File: src/rtl/ball_motion.sv
// ball_motion: per-frame ball position/direction engine for pong.
// Moves the ball centre on each frame tick while in play, reflects off the
// top/bottom walls and both paddle faces, and flags a point on a miss.
module ball_motion #(
    parameter int DISP_COLS     = 640,
    parameter int DISP_ROWS     = 480,
    parameter int BALL_HEIGHT   = 8,
    parameter int BALL_WIDTH    = 6,
    parameter int STEP          = 2,
    parameter int PADDLE_HEIGHT = 48,
    parameter int L_PADDLE_FACE = 24,
    parameter int R_PADDLE_FACE = 615,
    parameter int HOLD_FRAMES   = 60
) (
    input  logic        clk,
    input  logic        reset,
    input  logic        frame_tick,
    input  logic        serve,
    input  logic [11:0] l_paddle_row,
    input  logic [11:0] r_paddle_row,
    output logic [11:0] ball_center_row,
    output logic [11:0] ball_center_col,
    output logic [1:0]  ball_direction,
    output logic        ball_active,
    output logic        l_point,
    output logic        r_point
);

    // Direction codes: bit 0 set = moving down, bit 1 set = moving right.
    localparam logic [1:0] UP_LEFT    = 2'd0;
    localparam logic [1:0] DOWN_LEFT  = 2'd1;
    localparam logic [1:0] UP_RIGHT   = 2'd2;
    localparam logic [1:0] DOWN_RIGHT = 2'd3;

    localparam logic [11:0] HH        = 12'(BALL_HEIGHT / 2);
    localparam logic [11:0] HW        = 12'(BALL_WIDTH / 2);
    localparam logic [11:0] STP       = 12'(STEP);
    localparam logic [11:0] REACH     = 12'(PADDLE_HEIGHT / 2 + BALL_HEIGHT / 2);
    localparam logic [11:0] LFACE     = 12'(L_PADDLE_FACE);
    localparam logic [11:0] RFACE     = 12'(R_PADDLE_FACE);
    localparam logic [11:0] ROW_LAST  = 12'(DISP_ROWS - 1);
    localparam logic [11:0] COL_LAST  = 12'(DISP_COLS - 1);
    localparam logic [11:0] ROW_MID   = 12'(DISP_ROWS / 2);
    localparam logic [11:0] COL_MID   = 12'(DISP_COLS / 2);
    localparam int          CNT_W     = $clog2(HOLD_FRAMES + 1);
    localparam logic [CNT_W-1:0] HOLD_LAST = CNT_W'(HOLD_FRAMES - 1);

    typedef enum logic [1:0] {IDLE, MOVE, SCORED} state_t;

    state_t           state, state_nx;
    logic [11:0]      row_nx, col_nx;
    logic [1:0]       dir_nx;
    logic             toggle, toggle_nx;
    logic [CNT_W-1:0] hold_cnt, hold_cnt_nx;
    logic             l_point_nx, r_point_nx;

    // Paddle distances and the vertical update are independent of the
    // horizontal decision, so they are derived up front.
    logic [11:0] l_dist, r_dist;
    logic [11:0] vert_row;
    logic        vert_down;

    // Absolute row distance to each paddle, ordered so it never wraps.
    always_comb begin
        l_dist = (ball_center_row >= l_paddle_row) ? ball_center_row - l_paddle_row
                                                   : l_paddle_row - ball_center_row;
        r_dist = (ball_center_row >= r_paddle_row) ? ball_center_row - r_paddle_row
                                                   : r_paddle_row - ball_center_row;
    end

    // Vertical step with wall reflection; comparisons are arranged to avoid underflow.
    always_comb begin
        vert_row  = ball_center_row;
        vert_down = ball_direction[0];
        if (!ball_direction[0]) begin
            if (ball_center_row <= STP + HH) begin
                vert_row  = HH;
                vert_down = 1'b1;
            end else begin
                vert_row  = ball_center_row - STP;
            end
        end else begin
            if (ball_center_row + HH + STP >= ROW_LAST) begin
                vert_row  = ROW_LAST - HH;
                vert_down = 1'b0;
            end else begin
                vert_row  = ball_center_row + STP;
            end
        end
    end

    // Next-state and next-output logic for the serve / play / hold sequence.
    always_comb begin
        state_nx    = state;
        row_nx      = ball_center_row;
        col_nx      = ball_center_col;
        dir_nx      = ball_direction;
        toggle_nx   = toggle;
        hold_cnt_nx = hold_cnt;
        l_point_nx  = 1'b0;
        r_point_nx  = 1'b0;
        unique case (state)
            IDLE: begin
                if (serve) begin
                    state_nx  = MOVE;
                    dir_nx    = toggle ? UP_LEFT : DOWN_RIGHT;
                    toggle_nx = ~toggle;
                end
            end
            MOVE: begin
                if (frame_tick) begin
                    row_nx    = vert_row;
                    dir_nx[0] = vert_down;
                    if (!ball_direction[1]) begin
                        if (ball_center_col > LFACE + HW &&
                            ball_center_col <= LFACE + HW + STP &&
                            l_dist <= REACH) begin
                            col_nx    = LFACE + 12'd1 + HW;
                            dir_nx[1] = 1'b1;
                        end else if (ball_center_col <= STP + HW) begin
                            col_nx      = HW;
                            r_point_nx  = 1'b1;
                            state_nx    = SCORED;
                            hold_cnt_nx = '0;
                        end else begin
                            col_nx = ball_center_col - STP;
                        end
                    end else begin
                        if (ball_center_col + HW < RFACE &&
                            ball_center_col + HW + STP >= RFACE &&
                            r_dist <= REACH) begin
                            col_nx    = RFACE - 12'd1 - HW;
                            dir_nx[1] = 1'b0;
                        end else if (ball_center_col + HW + STP >= COL_LAST) begin
                            col_nx      = COL_LAST - HW;
                            l_point_nx  = 1'b1;
                            state_nx    = SCORED;
                            hold_cnt_nx = '0;
                        end else begin
                            col_nx = ball_center_col + STP;
                        end
                    end
                end
            end
            SCORED: begin
                if (frame_tick) begin
                    if (hold_cnt == HOLD_LAST) begin
                        state_nx    = IDLE;
                        row_nx      = ROW_MID;
                        col_nx      = COL_MID;
                        hold_cnt_nx = '0;
                    end else begin
                        hold_cnt_nx = hold_cnt + 1'b1;
                    end
                end
            end
            default: state_nx = IDLE;
        endcase
    end

    // State and output registers, with synchronous reset back to a centred idle ball.
    always_ff @(posedge clk) begin
        if (reset) begin
            state           <= IDLE;
            ball_center_row <= ROW_MID;
            ball_center_col <= COL_MID;
            ball_direction  <= DOWN_RIGHT;
            toggle          <= 1'b0;
            hold_cnt        <= '0;
            l_point         <= 1'b0;
            r_point         <= 1'b0;
        end else begin
            state           <= state_nx;
            ball_center_row <= row_nx;
            ball_center_col <= col_nx;
            ball_direction  <= dir_nx;
            toggle          <= toggle_nx;
            hold_cnt        <= hold_cnt_nx;
            l_point         <= l_point_nx;
            r_point         <= r_point_nx;
        end
    end

    assign ball_active = (state == MOVE);

endmodule

File: config.mk
export PLATFORM = sky130hd
export DESIGN_NAME = ball_motion
export DESIGN_NICKNAME = d
export VERILOG_FILES = /design/src/rtl/ball_motion.sv
export SDC_FILE = /design/constraint.sdc
export NUM_CORES = 1
export LEC_CHECK = 0
export BUFFER_PORTS_ARGS = -buffer_cell sky130_fd_sc_hd__buf_4
export CAP_MARGIN = 40
export CORE_ASPECT_RATIO = 1.2
export CORE_MARGIN = 2
export CORE_UTILIZATION = 50
export CTS_CLUSTER_SIZE = 28
export DETAILED_ROUTE_END_ITERATION = 10
export HOLD_SLACK_MARGIN = 0.05
export PLACE_DENSITY = 0.76
export SLEW_MARGIN = 20
export SYNTH_ARGS = -nofsm -noshare
export SYNTH_HDL_FRONTEND = slang
export SYNTH_SLANG_ARGS = --single-unit
File: constraint.sdc
create_clock -name clk -period 11.55 [get_ports clk]
set_clock_uncertainty 0.15 [all_clocks]
set_input_delay 2.31 -clock clk [delete_from_list [all_inputs] [get_ports clk]]
set_output_delay 2.31 -clock clk [all_outputs]
set_load 0.05 [all_outputs]
==> results, run 1 <==
- The number of different library cells used by synthesis comes to 96.
- 57 I/O pins were placed.
- Of the total synthesized cell area, the portion taken by AND, OR, NAND and NOR gates is 0.252.
- Yosys printed 0 warnings.
- The critical path contains buffers and inverters numbering 2 combined.
- The max-capacitance violation count is 0.
- Using the TritonRoute via totals, the vias-per-cell ratio works out to 6.28.
- The mux share of post-synthesis cell area is 0.00523.
- Along the worst hold path, the cell count comes to 2.
- For met3 alone, demand over resource in global routing was 0.0248.
- STA puts the critical path data arrival time at just under 6 ns.
- The number of global-route vias before repair is 5660.
- The antenna diode instance count is 0.
- The clock network power share is 0.304.
- For this run, the top clock speed supported by timing is between 150 and 200 MHz.
- The data required time at the worst endpoint is 11.58 ns.
- The async set or reset register ratio after synthesis is 0.
- The met1 track demand over resource is 0.357.
- The time the final worst path needs with I/O delays and setup is between 5 and 6 ns.
- The worst register-to-register path has a depth of 12.
- Dividing total power by cell area gives a power density of 72.9 nW/um^2.
- The sequential share of power is 0.318.
- Entering global routing, the biggest net connects 26 pins.
- The final setup TNS is 0 ns.
- The hold violation count in the final report was 0.
- The cell type with the highest occurrence count on the critical path is a31o_1.
- Setup violations remaining at the end of the flow were counted as 0.
- The final wirelength is roughly 17000 microns.
- For this run, the leading register cell type out of synthesis is dfxtp_1.
- The maximum root-to-sink buffer count is 2.
- The number of nets produced by synthesis is 887.
- Of the total power, the share spent switching nets is 0.385.
- The global routing usage summed across all routing layers is 0.274.
- The TritonCTS clock tree is yes.
- In this run the worst hold path is classified as reg2reg.
- The remaining antenna violation count is 0.
- The signal on the critical path passes through buf_4, inv_1, ha_1, a21o_1, and2_1, o31ai_4, nand2_2, a31o_1, or3_1, a2111oi_2, a21oi_2, a31o_1, a211o_1.
- The worst hold slack across all endpoints is approximately 0.35 ns.
- Of all nets on the critical path, the largest fanout is 12.
- Once the clock tree was built, the resizer swapped 0 gates to a different size.
- The final global-route overflow total is 0.
- Setup repair after global routing left no endpoint under its margin.
- The latest clock arrival within the worst-skew pair is 0.28 ns.
- The number of antenna violations at the first check in global routing is 0.
- Compared with the post-synthesis result, the final layout area differs by 10.6%.
- In the final layout, the share of cells above drive strength 1 is 0.128.
- The worst-case vdd ir drop is 0.0573 mV.
- The master of the slowest instance on the critical path is a2111oi_2.
- In this run, CTS created clock tree buffers numbering 5.
- In the routed design, unresolved DRC markers number 0.
- The number of hold-repair buffers added at the cts stage is 0.
- During placement, the flow inserted port buffers numbering 56.
- The XOR/XNOR share of the synthesized area is 0.0669.
- The number of standard cells after synthesis is roughly 800.
- The fraction of the mapped netlist area in compound gates was 0.348.
- The worst setup path is captured at a register.
- In this run the power spent charging and discharging nets is approximately 180 uW.
- The die height is around 120 microns.
- In this run the tightest slew margin relative to its limit is 0.430.
- The net total in the final layout is between 900 and 1000.
- The total number of vias is around 6200.
- The share of the clock period used by the worst path is 0.499.
- The leading cell type in the layout, fill and taps excluded is nand2_1.
- The slew at the pin closest to its max-slew limit is around 0.85 ns.
- The adder-cell area share of the yosys netlist is 0.128.
- The floorplan step defined a die boundary enclosing 12400 sq um.
- The congestion estimate from routability-driven global placement came to roughly 0.97.
- The post-synthesis sequential area ratio is 0.129.
- The internal portion of total power is 285 uW.
- The leakage dissipation is 0.00262 uW.
- The H-tree was split into 2 levels.
- The width of the die is ~100 microns.
- The HPWL after detailed placement is ~13000 microns.
- The worst setup path is of the in2reg kind.
- The kind of cell with the highest combined delay along the critical path is compound AO/OA/AOI/OAI gates.
- The first routing iteration left around 560 violations.
- The cell area that synthesis handed to floorplanning was 5740 sq um.
- The synthesized design contains 37 register bits.
- Counting buffers and inverters, the worst setup path is 13 cells deep.
- The flow ran to the end, and the final reports show no timing, DRC or antenna violations.
- The global routing stage identified its most utilized layer as met2.
- The portion of total power attributed to combinational logic is 0.378.
- The initial utilization of the core area, before any placement, comes to 0.515.
- The clock net sink count is 37.
- The clock root buffer is clkbuf_16.
- The count of final max-slew check failures is 0.
- The synthesized design contains 0 enable-type register cells.
- The standard cell core area is ~11000 sq um.
- The dominant combinational cell family by area after synthesis is compound AO/OA/AOI/OAI gates.
- The CTS clock-pin slew for the worst setup and hold paths is about 0.060 ns.
- The wire length of the first global-routing pass is about 28000 microns.
- The type of element launching the critical path is an input port.
- In the layout the commonest cells are 72 x nand2_1, 67 x inv_1, 64 x nor2_1, 57 x ha_1, 57 x buf_4.
- The global-route track usage on met2 is 0.462.
- Once the clock tree was built, the setup fixing pass inserted 0 buffers.
- The number of detailed-routing iterations run before antenna repair is 5.
- The synthesized area per cell is about 7 sq um.
- The average detailed-routed wire length per instance is 17.2 microns.
- The largest stage delay on the critical path is around 0.64 ns.
- The floorplan has 42 rows.
## tightest hold or removal path: cells and delay by family (launching register included)
family,cells,cell delay [ns]
flip-flops,1,0.32
AO/OA/AOI/OAI,2,0.13
## power groups by stage
stage          clock [uW]  sequential (uW)  combinational [uW]
2_1_floorplan           0              151                 128
3_3_place_gp            0              149                 172
3_5_place_dp            0              149                 173
4_1_cts               140              146                 173
5_1_grt               144              148                 192
6_report              141              147                 175
## registers in the layout, indices dropped and copies added (netlist names)
name and cells:
ball_center_col 12, ball_center_row 12, ball_direction 2, hold_cnt 6, l_point 1, r_point 1
state 2, toggle 1
## area by class of cell
type                    count  area, sq um
clock buffers               6          139
clock inverters             1         7.51
fillers                  1086         4790
inverters                  68          255
multi-input cells         661         4590
flip-flops and latches     37          741
well taps                 154          193
repair buffers             57          428
## synthesized netlist by cell type, types with 6 or more instances
master / n / area share
inv_1: 67 / 0.044
o21a_1: 7 / 0.0092
xnor2_1: 22 / 0.034
nor3_1: 20 / 0.017
o211ai_1: 15 / 0.020
nand3_1: 35 / 0.031
a21oi_1: 53 / 0.046
o21bai_1: 6 / 0.0078
a211oi_1: 13 / 0.017
nand2_1: 72 / 0.047
and2_1: 9 / 0.0098
a21o_1: 14 / 0.018
ha_1: 57 / 0.12
clkbuf_1: 27 / 0.018
or3_1: 8 / 0.0087
o21ai_0: 49 / 0.043
or2_2: 7 / 0.0076
nand4_1: 15 / 0.016
o22ai_1: 9 / 0.0098
nor4_1: 8 / 0.0087
xor2_1: 15 / 0.023
and3_1: 6 / 0.0065
nand2b_1: 10 / 0.011
dfxtp_1: 37 / 0.13
a31oi_1: 16 / 0.017
nor2_1: 64 / 0.042
## kinds of logic (layout without fill, tap and decap cells)
group | Yosys count | after routing
AOI/OAI and AO/OA | 274 | 274
xor gates and xnor gates | 40 | 40
adders and majority gates | 59 | 59
buffers and inverters | 104 | 132
DFF | 37 | 37
muxes | 3 | 3
and+or+nand+nor | 285 | 285
## path summary, 6_finish.rpt
path / start / end / slack, ns
worst max-delay path: l_paddle_row[7] / ball_center_col[8]$_SDFFE_PP1P_ / 5.78
worst min-delay path: toggle$_SDFFE_PP0P_ / toggle$_SDFFE_PP0P_ / 0.35
worst max register to register: ball_center_col[1]$_SDFFE_PP0P_ / ball_center_col[8]$_SDFFE_PP1P_ / 7.25
worst min register to register: toggle$_SDFFE_PP0P_ / toggle$_SDFFE_PP0P_ / 0.35
## layer usage
layer  vias to the layer above  wire [microns]
met5                         -               0
met2                       261            8170
met4                         0             551
met3                        44            1200
met1                      2845            7030
li1                       3025               -
## through the flow
step	std cells	setup WS, ns	power, uW	cell area, sq um	util
2_1_floorplan	802	6.18	279	5740	-
3_3_place_gp	977	5.63	321	6200	0.557
3_5_place_dp	977	5.54	322	6200	0.557
4_1_cts	984	5.83	460	6350	0.570
5_1_grt	984	5.57	484	6350	0.570
6_report	984	5.78	463	6350	0.570
Note: power is estimated with default switching activity, not from simulation.
==> inputs of run 2 (changes only) <==
Settings changed: ABC_AREA set to 1.
Clock period 11.55 ns to 5.7 ns, I/O delays scaled along.
==> run 2 against run 1 <==
Net effect:
- via count up 16%
- sequential share of layout area down 0.89 points
- worst hold slack better by 0.0040 ns
- area after synthesis up 8.2%
- critical path depth up 9
- critical endpoint is now ball_center_col[0]$_SDFFE_PP0P_
- largest cell class unchanged
==> results, run 2 <==
- The total power density per cell area is 341 nW/um^2 (+370%).
- The final wirelength was 18900 microns (+11%).
- The classification of the worst setup path is in2reg.
- The biggest fanout along the worst timing path is 11 (-1).
- The clock net sink count is 37 (unchanged).
- The async set or reset register ratio after synthesis came to 0 (unchanged).
- The average detailed-routed wire length per instance is 14.0 microns (-19%).
- The residual DRC count is 0 (unchanged).
- Ranked by total cell area, the synthesized netlist is headed by nand2_1 22%, dfxtp_1 12%, ha_1 12%.
- The slew at the pin closest to its max-slew limit is 0.795 ns (-0.0591 ns).
- The hold violation count in the final report is 0 (unchanged).
- The initial core utilization is 0.513 (-0.00237).
- The slack of the worst reg-to-reg path was 2.06 ns (-5.19 ns).
- The number of hold-repair buffers added at the cts stage is 0 (unchanged).
- The most used standard cell by instance count after synthesis is nand2_1.
- The largest registers in the layout are ball_center_col: 12 flops, ball_center_row: 12 flops, hold_cnt: 6 flops.
- The TritonCTS clock tree is yes.
- The path depth of the worst reg2reg path came to 22 (+10).
- The number of buffer cells added on primary ports came to 56 (unchanged).
- The remaining antenna violation count is 0 (unchanged).
- The flow ran to the end, and the final reports show no timing, DRC or antenna violations.
- The startpoint of the worst hold path is toggle$_SDFFE_PP0P_.
- The number of detailed-routing iterations run before antenna repair is 5 (unchanged).
- The setup-violating endpoint count in the final report is 0 (unchanged).
- The width of the die is 106 microns (+3.9%).
- The final setup TNS came to 0 ns (unchanged).
- The worst setup path is captured at a register.
- The leading cell type in the layout, fill and taps excluded is nand2_1.
- The number of standard cells after synthesis is 1150 (+43%).
- The leakage dissipation was 0.00374 uW (+43%).
- The number of warning messages in the yosys log is 0 (unchanged).
- The adder-cell area share of the yosys netlist came to 0.117 (-0.0109).
- The data required time at the worst endpoint is 5.77 ns (-5.81 ns).
- In the layout the commonest cells are 367 x nand2_1, 182 x inv_1, 125 x nor2_1, 94 x nand3_1, 77 x a21oi_1.
- The share of synthesized cell area in and, or, nand and nor gates is 0.449 (+0.197).
- The number of antenna violations at the first check in global routing came to 0 (unchanged).
- The number of buffers inserted to repair setup after CTS was 0 (unchanged).
- The worst relative slew slack came to 0.468 (+0.0382).
- The number of gates resized after CTS is 0 (unchanged).
- The count of final max-slew check failures is 0 (unchanged).
- The wire length of the first global-routing pass was 31800 microns (+15%).
- The XOR/XNOR share of the synthesized area is 0.0479 (-0.0190).
- The fraction of final layout cells sized beyond drive strength 1 is 0.0798 (-0.0479).
- The latest clock arrival within the worst-skew pair was 0.28 ns (about the same).
- The boundary pin count is 57 (unchanged).
- The area of the die came to 13300 sq um (+7.9%).
- For this run, the top clock speed supported by timing is between 200 and 300 MHz.
- The final global-route overflow total was 0 (unchanged).
- The number of global-route vias before repair is 6805 (+20%).
- The post-synthesis sequential area ratio is 0.119 (-0.00979).
- The antenna diode instance count is 0 (unchanged).
- The fraction of the mapped netlist area in compound gates is 0.136 (-0.212).
- The post-synth design cell area was 6210 sq um (+8.2%).
- The max-capacitance violation count came to 0 (unchanged).
- The synthesized area per cell is 5.40 sq um (-25%).
- The flip-flop and latch count after synthesis is 37 (unchanged).
- The arrival time of the worst setup path is 4.00 ns (-1.79 ns).
- The mux share of post-synthesis cell area was 0 (-0.00523).
- The net total in the final layout came to 1275 (+39%).
- The most area-hungry cell type in the Yosys netlist is nand2_1.
- The min-delay analysis places its worst path in the category reg2reg.
- The violation count after the first detailed-route iteration is 565 (+1.6%).
- The die height is 126 microns (+3.9%).
- The layout filler cell count is 1272 (+17%).
- The layout overhead on the synthesized area is 10.6% (about the same).
- The number of nets produced by synthesis is 1236 (+39%).
- The flip-flop and latch area was 741 sq um (unchanged).
- The clock root buffer is clkbuf_16.
- The end point of the most critical hold path is toggle$_SDFFE_PP0P_.
- The HPWL after detailed placement came to 15000 microns (+14%).
- The final weighted congestion of routability-driven global placement is 1.01 (+3.6%).
- STA classifies the critical path startpoint as an input port.
- The most used flip-flop cell after synthesis is dfxtp_1.
- The vias per cell was 5.29 (-16%).
- The maximum root-to-sink buffer count came to 2 (unchanged).
- The beginning of the worst register-to-register path is ball_center_col[1]$_SDFFE_PP0P_.
- The number of cell rows is 44 (+4.8%).
- The standard cell core area was 12100 sq um (+8.7%).
- The post-route non-filler standard cell count is 1351 (+37%).
- Ranked by instance count, the synthesized netlist is headed by 367 x nand2_1, 182 x inv_1, 125 x nor2_1.
- The number of synthesized flops with an enable pin is 0 (unchanged).
- Setup repair after global routing left no endpoint under its margin.
- The worst hold path depth is 2 (unchanged).
- The worst-case vdd ir drop was 0.301 mV (+420%).
- The global routing usage summed across all routing layers is 0.286 (+0.0114).
- In this run the critical register-to-register path is captured at ball_center_col[0]$_SDFFE_PP0P_.
- The number of library cell types mapped by synthesis came to 43 (-55%).
- The total number of vias came to 7151 (+16%).
- The area of the multi-input gates came to 4650 sq um (+1.4%).
- The level count of the clock H-tree is 2 (unchanged).
- The CTS clock-pin slew for the worst setup and hold paths is 0.06 ns (about the same).
- The top-area cell type share of the netlist area is 0.222 (+0.0927).
- The maximum number of pins on one net before global-route repair came to 24 (-7.7%).
- The placed instance count was 1343 (+37%).
- After synthesis, the largest family of logic cells by area is simple AND/OR/NAND/NOR gates.
- The number of buffers created by CTS came to 5 (unchanged).
- The share of the clock period used by the worst path is 0.689.
- The routed design could run at a clock period as short as slightly below 4 ns.
## run 2: cell count changes after synthesis, moves of 16 or more
cell	delta
inv_1	+115
a21oi_1	+24
nand3_1	+59
nor2_1	+61
xnor2_1	-17
a31oi_1	-16
nand2_1	+295
## run 2: layer usage
layer | vias to the layer above | part of all wire | GRT usage
met5 | - | 0 | 0
met3 | 50 | 0.056 | 0.0243
met4 | 0 | 0.029 | 0.101
li1 | 3724 | - | -
met1 | 3117 | 0.43 | 0.354
met2 | 260 | 0.48 | 0.514
## run 2: critical path, stage by stage
cell,delay [ns]
buf_4,0.08
inv_1,0.03
ha_1,0.37
a21oi_1,0.29
a21oi_1,0.11
nor2_1,0.30
nand2_1,0.34
inv_1,0.27
nand2_1,0.11
nand3b_1,0.09
nand2_1,0.05
inv_1,0.04
nand2_1,0.04
nor2_1,0.08
nand2_1,0.15
nand3_1,0.10
nand2_1,0.06
inv_1,0.07
nand2_1,0.06
nand2_1,0.06
nand2_1,0.05
nor2_1,0.09
## run 2: metrics by stage
stage          utilization  setup slack (ns)  instance area, sq um  total power [uW]  hold WS [ns]
6_report             0.568              1.77                  6870              2350         0.351
5_1_grt              0.568              1.34                  6870              2580         0.393
4_1_cts              0.568              1.78                  6870              2330         0.352
3_5_place_dp         0.556              1.51                  6740              2050         0.345
3_3_place_gp         0.556              1.56                  6740              2050         0.335
2_1_floorplan            -              2.21                  6210              1650         0.294
## run 2: logic make-up after synthesis
kind of cell	Yosys count
AO/OA/AOI/OAI	155
XOR/XNOR	34
adder cells (fa/ha/maj)	58
buffers and inverters	213
flip-flops	37
AND/OR/NAND/NOR	653
## run 2: power by group
| group | internal (uW) | leakage (uW) | total (uW) | switching (uW) |
|---|---|---|---|---|
| clock | 161 | 0.0000706 | 267 | 107 |
| combinational | 521 | 0.00337 | 1620 | 1100 |
| sequential | 319 | 0.000301 | 462 | 142 |
| total | 1000 | 0.00374 | 2350 | 1350 |
## run 2: area by class of cell
type / instances / share of cell area
Clock buffer: 6 / 0.0187
Inverter: 187 / 0.102
Multi-Input combinational cell: 900 / 0.677
Clock inverter: 2 / 0.00146
Tap cell: 161 / 0.0293
Timing Repair Buffer: 58 / 0.0633
Sequential cell: 37 / 0.108
## run 2: worst max path at each step
| stage | start | endpoint | slack (ns) | cells past startpoint |
|---|---|---|---|---|
| finish | l_paddle_row[7] | ball_center_col[0]$_SDFFE_PP0P_ | 1.77 | 22 |
| floorplan | r_paddle_row[6] | hold_cnt[3]$_SDFFE_PP0P_ | 2.21 | 21 |
| global placement | l_paddle_row[7] | ball_center_col[0]$_SDFFE_PP0P_ | 1.56 | 22 |
| global route | l_paddle_row[7] | ball_center_col[0]$_SDFFE_PP0P_ | 1.34 | 24 |
| detailed placement | l_paddle_row[7] | ball_center_col[0]$_SDFFE_PP0P_ | 1.51 | 22 |
| CTS | l_paddle_row[7] | ball_center_col[0]$_SDFFE_PP0P_ | 1.78 | 22 |
